[src/rtl/video_pattern_gen.sv]
// RGB565 test-pattern raster source: bars, grey ramp, checkerboard, solid.
// Pattern select is captured at frame start so a frame never mixes patterns.
module video_pattern_gen #(
    parameter int H_ACTIVE   = 1920,
    parameter int V_ACTIVE   = 1080,
    parameter int H_TOTAL    = 2048,
    parameter int V_TOTAL    = 1085,
    parameter int CHECK_LOG2 = 6
) (
    input  logic        sys_clk,
    input  logic        rst_n,
    input  logic        en,
    input  logic [1:0]  mode_sel,
    input  logic [15:0] solid_color,
    output logic        video_clk,
    output logic        video_rst,
    output logic        video_de,
    output logic [15:0] video_data,
    output logic [7:0]  frame_cnt
);

    localparam int HW    = $clog2(H_TOTAL);
    localparam int VW    = $clog2(V_TOTAL);
    localparam int BAR_W = H_ACTIVE / 8;

    localparam logic [HW-1:0] H_LAST = HW'(H_TOTAL - 1);
    localparam logic [VW-1:0] V_LAST = VW'(V_TOTAL - 1);
    localparam logic [HW-1:0] H_ACT  = HW'(H_ACTIVE);
    localparam logic [VW-1:0] V_ACT  = VW'(V_ACTIVE);

    logic [HW-1:0] r_h;
    logic [VW-1:0] r_v;
    logic [7:0]    r_frame;
    logic [1:0]    r_mode;
    logic [15:0]   r_solid;
    logic          r_de;
    logic          r_vrst;
    logic [15:0]   r_data;

    logic          w_frame_start;
    logic          w_h_last;
    logic          w_v_last;
    logic          w_active;
    logic [1:0]    w_mode;
    logic [15:0]   w_solid;
    logic [2:0]    w_bar;
    logic [5:0]    w_g6;
    logic          w_chk;
    logic [15:0]   w_bar_rgb;
    logic [15:0]   w_pix;

    assign video_clk  = sys_clk;
    assign video_rst  = r_vrst;
    assign video_de   = r_de;
    assign video_data = r_data;
    assign frame_cnt  = r_frame;

    always_comb begin
        w_frame_start = en && (r_h == '0) && (r_v == '0);
        w_h_last      = (r_h == H_LAST);
        w_v_last      = (r_v == V_LAST);
        w_active      = en && (r_h < H_ACT) && (r_v < V_ACT);
        // The first pixel of a frame must already use the new selection.
        w_mode        = w_frame_start ? mode_sel : r_mode;
        w_solid       = w_frame_start ? solid_color : r_solid;
        w_bar         = 3'(32'(r_h) / BAR_W);
        w_g6          = 6'(r_h >> 2);
        w_chk         = r_h[CHECK_LOG2] ^ r_v[CHECK_LOG2] ^ r_frame[0];
    end

    always_comb begin
        w_bar_rgb = 16'h0000;
        case (w_bar)
            3'd0:    w_bar_rgb = 16'hFFFF;
            3'd1:    w_bar_rgb = 16'hFFE0;
            3'd2:    w_bar_rgb = 16'hF81F;
            3'd3:    w_bar_rgb = 16'hF800;
            3'd4:    w_bar_rgb = 16'h07FF;
            3'd5:    w_bar_rgb = 16'h07E0;
            3'd6:    w_bar_rgb = 16'h001F;
            default: w_bar_rgb = 16'h0000;
        endcase
    end

    always_comb begin
        w_pix = 16'h0000;
        case (w_mode)
            2'd0:    w_pix = w_bar_rgb;
            2'd1:    w_pix = {w_g6[5:1], w_g6, w_g6[5:1]};
            2'd2:    w_pix = w_chk ? 16'hFFFF : 16'h0000;
            default: w_pix = w_solid;
        endcase
    end

    always_ff @(posedge sys_clk) begin
        if (!rst_n) begin
            r_h     <= '0;
            r_v     <= '0;
            r_frame <= '0;
            r_mode  <= '0;
            r_solid <= '0;
            r_de    <= 1'b0;
            r_vrst  <= 1'b0;
            r_data  <= '0;
        end else begin
            if (!en) begin
                r_h <= '0;
                r_v <= '0;
            end else begin
                if (w_h_last) begin
                    r_h <= '0;
                    r_v <= w_v_last ? '0 : r_v + 1'b1;
                end else begin
                    r_h <= r_h + 1'b1;
                end
                if (w_h_last && w_v_last) begin
                    r_frame <= r_frame + 1'b1;
                end
                if (w_frame_start) begin
                    r_mode  <= mode_sel;
                    r_solid <= solid_color;
                end
            end
            r_de   <= w_active;
            r_vrst <= en && w_v_last;
            r_data <= w_active ? w_pix : 16'h0000;
        end
    end

endmodule
[config.mk]
export PLATFORM = sky130hd
export DESIGN_NAME = video_pattern_gen
export DESIGN_NICKNAME = d
export VERILOG_FILES = /design/src/rtl/video_pattern_gen.sv
export SDC_FILE = /design/constraint.sdc
export NUM_CORES = 1
export LEC_CHECK = 0
export ABC_CLOCK_PERIOD_IN_PS = 2610
export BUFFER_PORTS_ARGS = -buffer_cell sky130_fd_sc_hd__buf_4
export CAP_MARGIN = 5
export CORE_MARGIN = 2
export CORE_UTILIZATION = 56
export CTS_CLUSTER_DIAMETER = 80
export CTS_CLUSTER_SIZE = 24
export DETAILED_ROUTE_END_ITERATION = 6
export PLACE_DENSITY = 0.79
export SLEW_MARGIN = 10
export SYNTH_ARGS = -nofsm -noshare
export SYNTH_HDL_FRONTEND = slang
export SYNTH_SLANG_ARGS = --single-unit
[constraint.sdc]
create_clock -name sys_clk -period 2.61 [get_ports sys_clk]
set_input_delay 0.783 -clock sys_clk [delete_from_list [all_inputs] [get_ports sys_clk]]
set_output_delay 0.783 -clock sys_clk [all_outputs]
set_load 0.005 [all_outputs]
* After elaboration in Yosys (flattened, before gate mapping)
Cells that the tools add are included.
Operators by class: add/subtract/negate cells 3, divide/modulo/power cells 1, order comparisons 2, eq/ne operators 10, mux-type cells 6, bitwise gates (word level) 4, reduce and logical (&&, ||, !) cells 14
Operators with widths (number):
- 16-bit one-hot mux with 7 select lines | 1
- 16-bit one-hot mux with 3 select lines | 1
- 11-bit by 8-bit divider with 32-bit output, second input constant | 1
- 16-bit 2-to-1 mux | 2
- 11-bit by 1-bit adder with 11-bit output, second input constant | 2
- 11-bit equality test, second input constant | 2
- 11-bit zero test | 2
- 11-bit < comparator, second input constant | 2
- 11-bit 2-to-1 mux | 1
- 3-bit equality test, second input constant | 3
- 8-bit by 1-bit adder with 8-bit output, second input constant | 1
- 3-bit by 2-bit equality test with 1-bit output, second input constant | 2
- 1-bit logical AND | 6
- 2-bit AND reduction | 3
- 3-bit by 1-bit equality test with 1-bit output, second input constant | 1
- 3-bit zero test | 1
- 3-bit OR reduction | 1
- 2-bit by 1-bit equality test with 1-bit output, second input constant | 1
- 2-bit equality test, second input constant | 1
- 2-bit zero test | 1
- 2-bit 2-to-1 mux | 1
- 1-bit NOT | 2
- 1-bit bitwise XOR | 2
Word-level totals: bits in registers 66, input bits 21, logic and storage cells 48

* Logic depth before layout (Yosys ltp)
word-level depth 6, depth in mapped cells 9, gate-level depth less buffers 8

==> run summary <==
status: complete, no violations
ANT nets after route: 0
worst path cell trace: clkbuf_8 -> clkbuf_8 -> buf_4
RR Startpoint: r_h[10]$_SDFF_PP0_
largest net degree at the start of global routing: 30
relative slew slack: 68.6%
PD cells: 591 nW/um^2
WHS Endpoint: r_h[0]$_SDFF_PP0_
family with the most delay on the worst path: buffers and inverters
Initial Util: 57.9%
Syn-to-layout area delta: 20.0%
Pleak: 1.44 nW
ANT cells: 0
cell count after synthesis: 313
CP max FO: 2
top-count cell post-synth: dfxtp_1
RD Place Congestion: 0.809
pins over their slew limit: 0
worst slack at placement: 278 ps
Synth Register Bits: 66
DRT Wirelength: 5990 um
GRT Resource Usage Total: 21.6%
register area share after synthesis: 44.7%
ys async rst share: 0%
Final nets: 390
Syn Std Cell Area: 2960 um^2
startpoint types: clock port
post-CTS setup buffer count: 0
crit path DAT: 1650 ps
Reg2Reg Capture Point: video_data[14]$_SDFF_PN0_
Die ar.: 5880 um^2
total negative setup slack: 0 ps
Core Rows: 26
Max Cap Viol: 0
die height: 76.7 um
Critical Path Stages: 3
Die Width: 76.7 um
critical path's slowest cell: clkbuf_8
Clock transition at path regs: 70 ps
nature of the critical path endpoint: primary output
DR WL/cell: 13.7 um
Syn Nets: 340
Top FF cell, synth: dfxtp_1
synth warn: 0
DR vias: 2357
R2R setup slack: 320 ps
vias in the first global route: 2165
Vias per Instance: 5.39
Final WS setup: 173 ps
DR iter-0 viols: 145
Worst R2R Path Depth: 5
Critical Path RT: 1830 ps
Fill cells: 418
hold depth: 1
worst-margin pin slew: 470 ps
post-CTS sizing: 0
grt ovf: 0
path category of the worst min-delay check: flop to flop
Synth cell types: 40
area leader, netlist: dfxtp_1
Setup Skew: 9.81 ps
share of the synthesized area in the top cell type: 44.7%
# port buffers: 47
Commonest cells post-synth: 66 x dfxtp_1, 22 x nor2_1, 21 x nor2b_1, 20 x mux2i_1
IR drop worst, VDD: 495 uV
first-pass GRT wire length: 9960 um
Final Hold Fails: 0
CTS tree: yes
worst hold start: r_h[0]$_SDFF_PP0_
RSZ-0062 raised after global routing: false
Slowest Stage Delay on Critical Path: 120 ps
Post-Syn Area per Cell: 9.45 um^2
utilization after layout: 69.5%
Core Box Area: 5110 um^2
hpwl dp: 4200 um
largest cells by area after synthesis: dfxtp_1 45%, mux2i_1 6.8%, a221oi_1 4.7%, nor2b_1 4.4%, xor2_1 4.1%
antenna violations before repair: 0
share of cells above drive strength 1: 21.3%
DRC errors left: 0
# hold bufs at CTS: 0
clock latency on the worst-skew pair: 450 ps
Worst Path Buf+Inv: 3
# setup viols final: 0
Initial DRT Pass Iterations: 4
WS Path Type: clock port to primary output
Ports: 48
Tot Pwr: 2.10 mW
CP dominant cell by count: clkbuf_8
number of synthesized flops with an enable pin: 0
==> layer usage <==
| metal | GRT usage (%) | share of wire, % |
|---|---|---|
| met5 | 0 | 0 |
| met4 | 9.27 | 1.2 |
| met2 | 32.4 | 47 |
| met1 | 28.2 | 48 |
| met3 | 7.88 | 3.9 |
==> layout make-up <==
class / count / area (um^2) / area share, %
timing repair buffer: 54 / 405 / 11.4
sequential: 66 / 1320 / 37.2
clock inverter: 6 / 35.0 / 0.987
multi-input combinational: 221 / 1500 / 42.3
clock buffer: 13 / 173 / 4.86
inverter: 7 / 26.3 / 0.740
tap: 70 / 87.6 / 2.47
==> flip-flops by register name (all words and copies together) (netlist names) <==
register	cells
r_v	11
video_de	1
frame_cnt	8
r_mode	2
video_rst	1
video_data	16
r_h	11
r_solid	16
==> worst max path at each step <==
stage | start | endpoint | slack, ps
after floorplan | sys_clk | video_clk | 410
after global placement | en | video_data[3]$_SDFF_PN0_ | 380
after detailed placement | en | video_data[14]$_SDFF_PN0_ | 280
after CTS | sys_clk | video_clk | 170
after global routing | r_v[8]$_SDFFE_PN0P_ | video_data[14]$_SDFF_PN0_ | 140
final | sys_clk | video_clk | 170
==> per-stage QoR <==
step	area [um^2]	hold slack [ps]	std cells
2_1_floorplan	2960	453	313
4_1_cts	3550	509	437
5_1_grt	3550	530	437
3_3_place_gp	3350	473	419
6_report	3550	504	437
3_5_place_dp	3350	496	419
==> layout by cell type, fill, tap and decap left out <==
cell and n:
a21o_1 1, a21oi_1 18, a221o_1 1, a221oi_1 16
a22oi_1 1, a31oi_1 1, and2_1 10, and3_1 8
and4_1 1, buf_4 55, clkbuf_8 12, clkinv_2 4
clkinvlp_4 2, dfxtp_1 66, ha_1 6, inv_1 7
mux2_2 1, mux2i_1 20, nand2_1 18, nand2b_1 3
nand3_1 6, nand3b_1 3, nand4_1 12, nand4b_1 1
nor2_1 22, nor2b_1 21, nor3_1 1, nor3_4 1
nor4_1 3, nor4_2 1, o21a_1 1, o21ai_0 10
o21ai_1 1, o311ai_2 1, or2_2 1, or2b_1 1
or3_1 5, xnor2_1 11, xor2_1 14
==> where the power goes <==
| part | leakage (nW) | switching, mW | total, mW | internal (mW) |
|---|---|---|---|---|
| Combinational | 0.795 | 0.0934 | 0.185 | 0.0914 |
| Clock | 0.107 | 0.406 | 0.853 | 0.447 |
| Sequential | 0.538 | 0.0148 | 1.06 | 1.05 |
==> worst register-to-register path, cell delays in order (launching register included) <==
cell,delay (ps)
dfxtp_1,450
or3_1,490
nor3_4,280
mux2i_1,440
a21oi_1,150
a221oi_1,370
==> logic make-up after synthesis <==
family | count (synthesis) | synth area share, %
AO/OA/AOI/OAI | 51 | 11.5
XOR/XNOR | 25 | 7.40
adder cells (fa/ha/maj) | 6 | 2.54
buffers and inverters | 26 | 4.57
flip-flops | 66 | 44.7
multiplexers | 21 | 7.15
AND/OR/NAND/NOR | 118 | 22.2
Note: power is estimated with default switching activity, not from simulation.
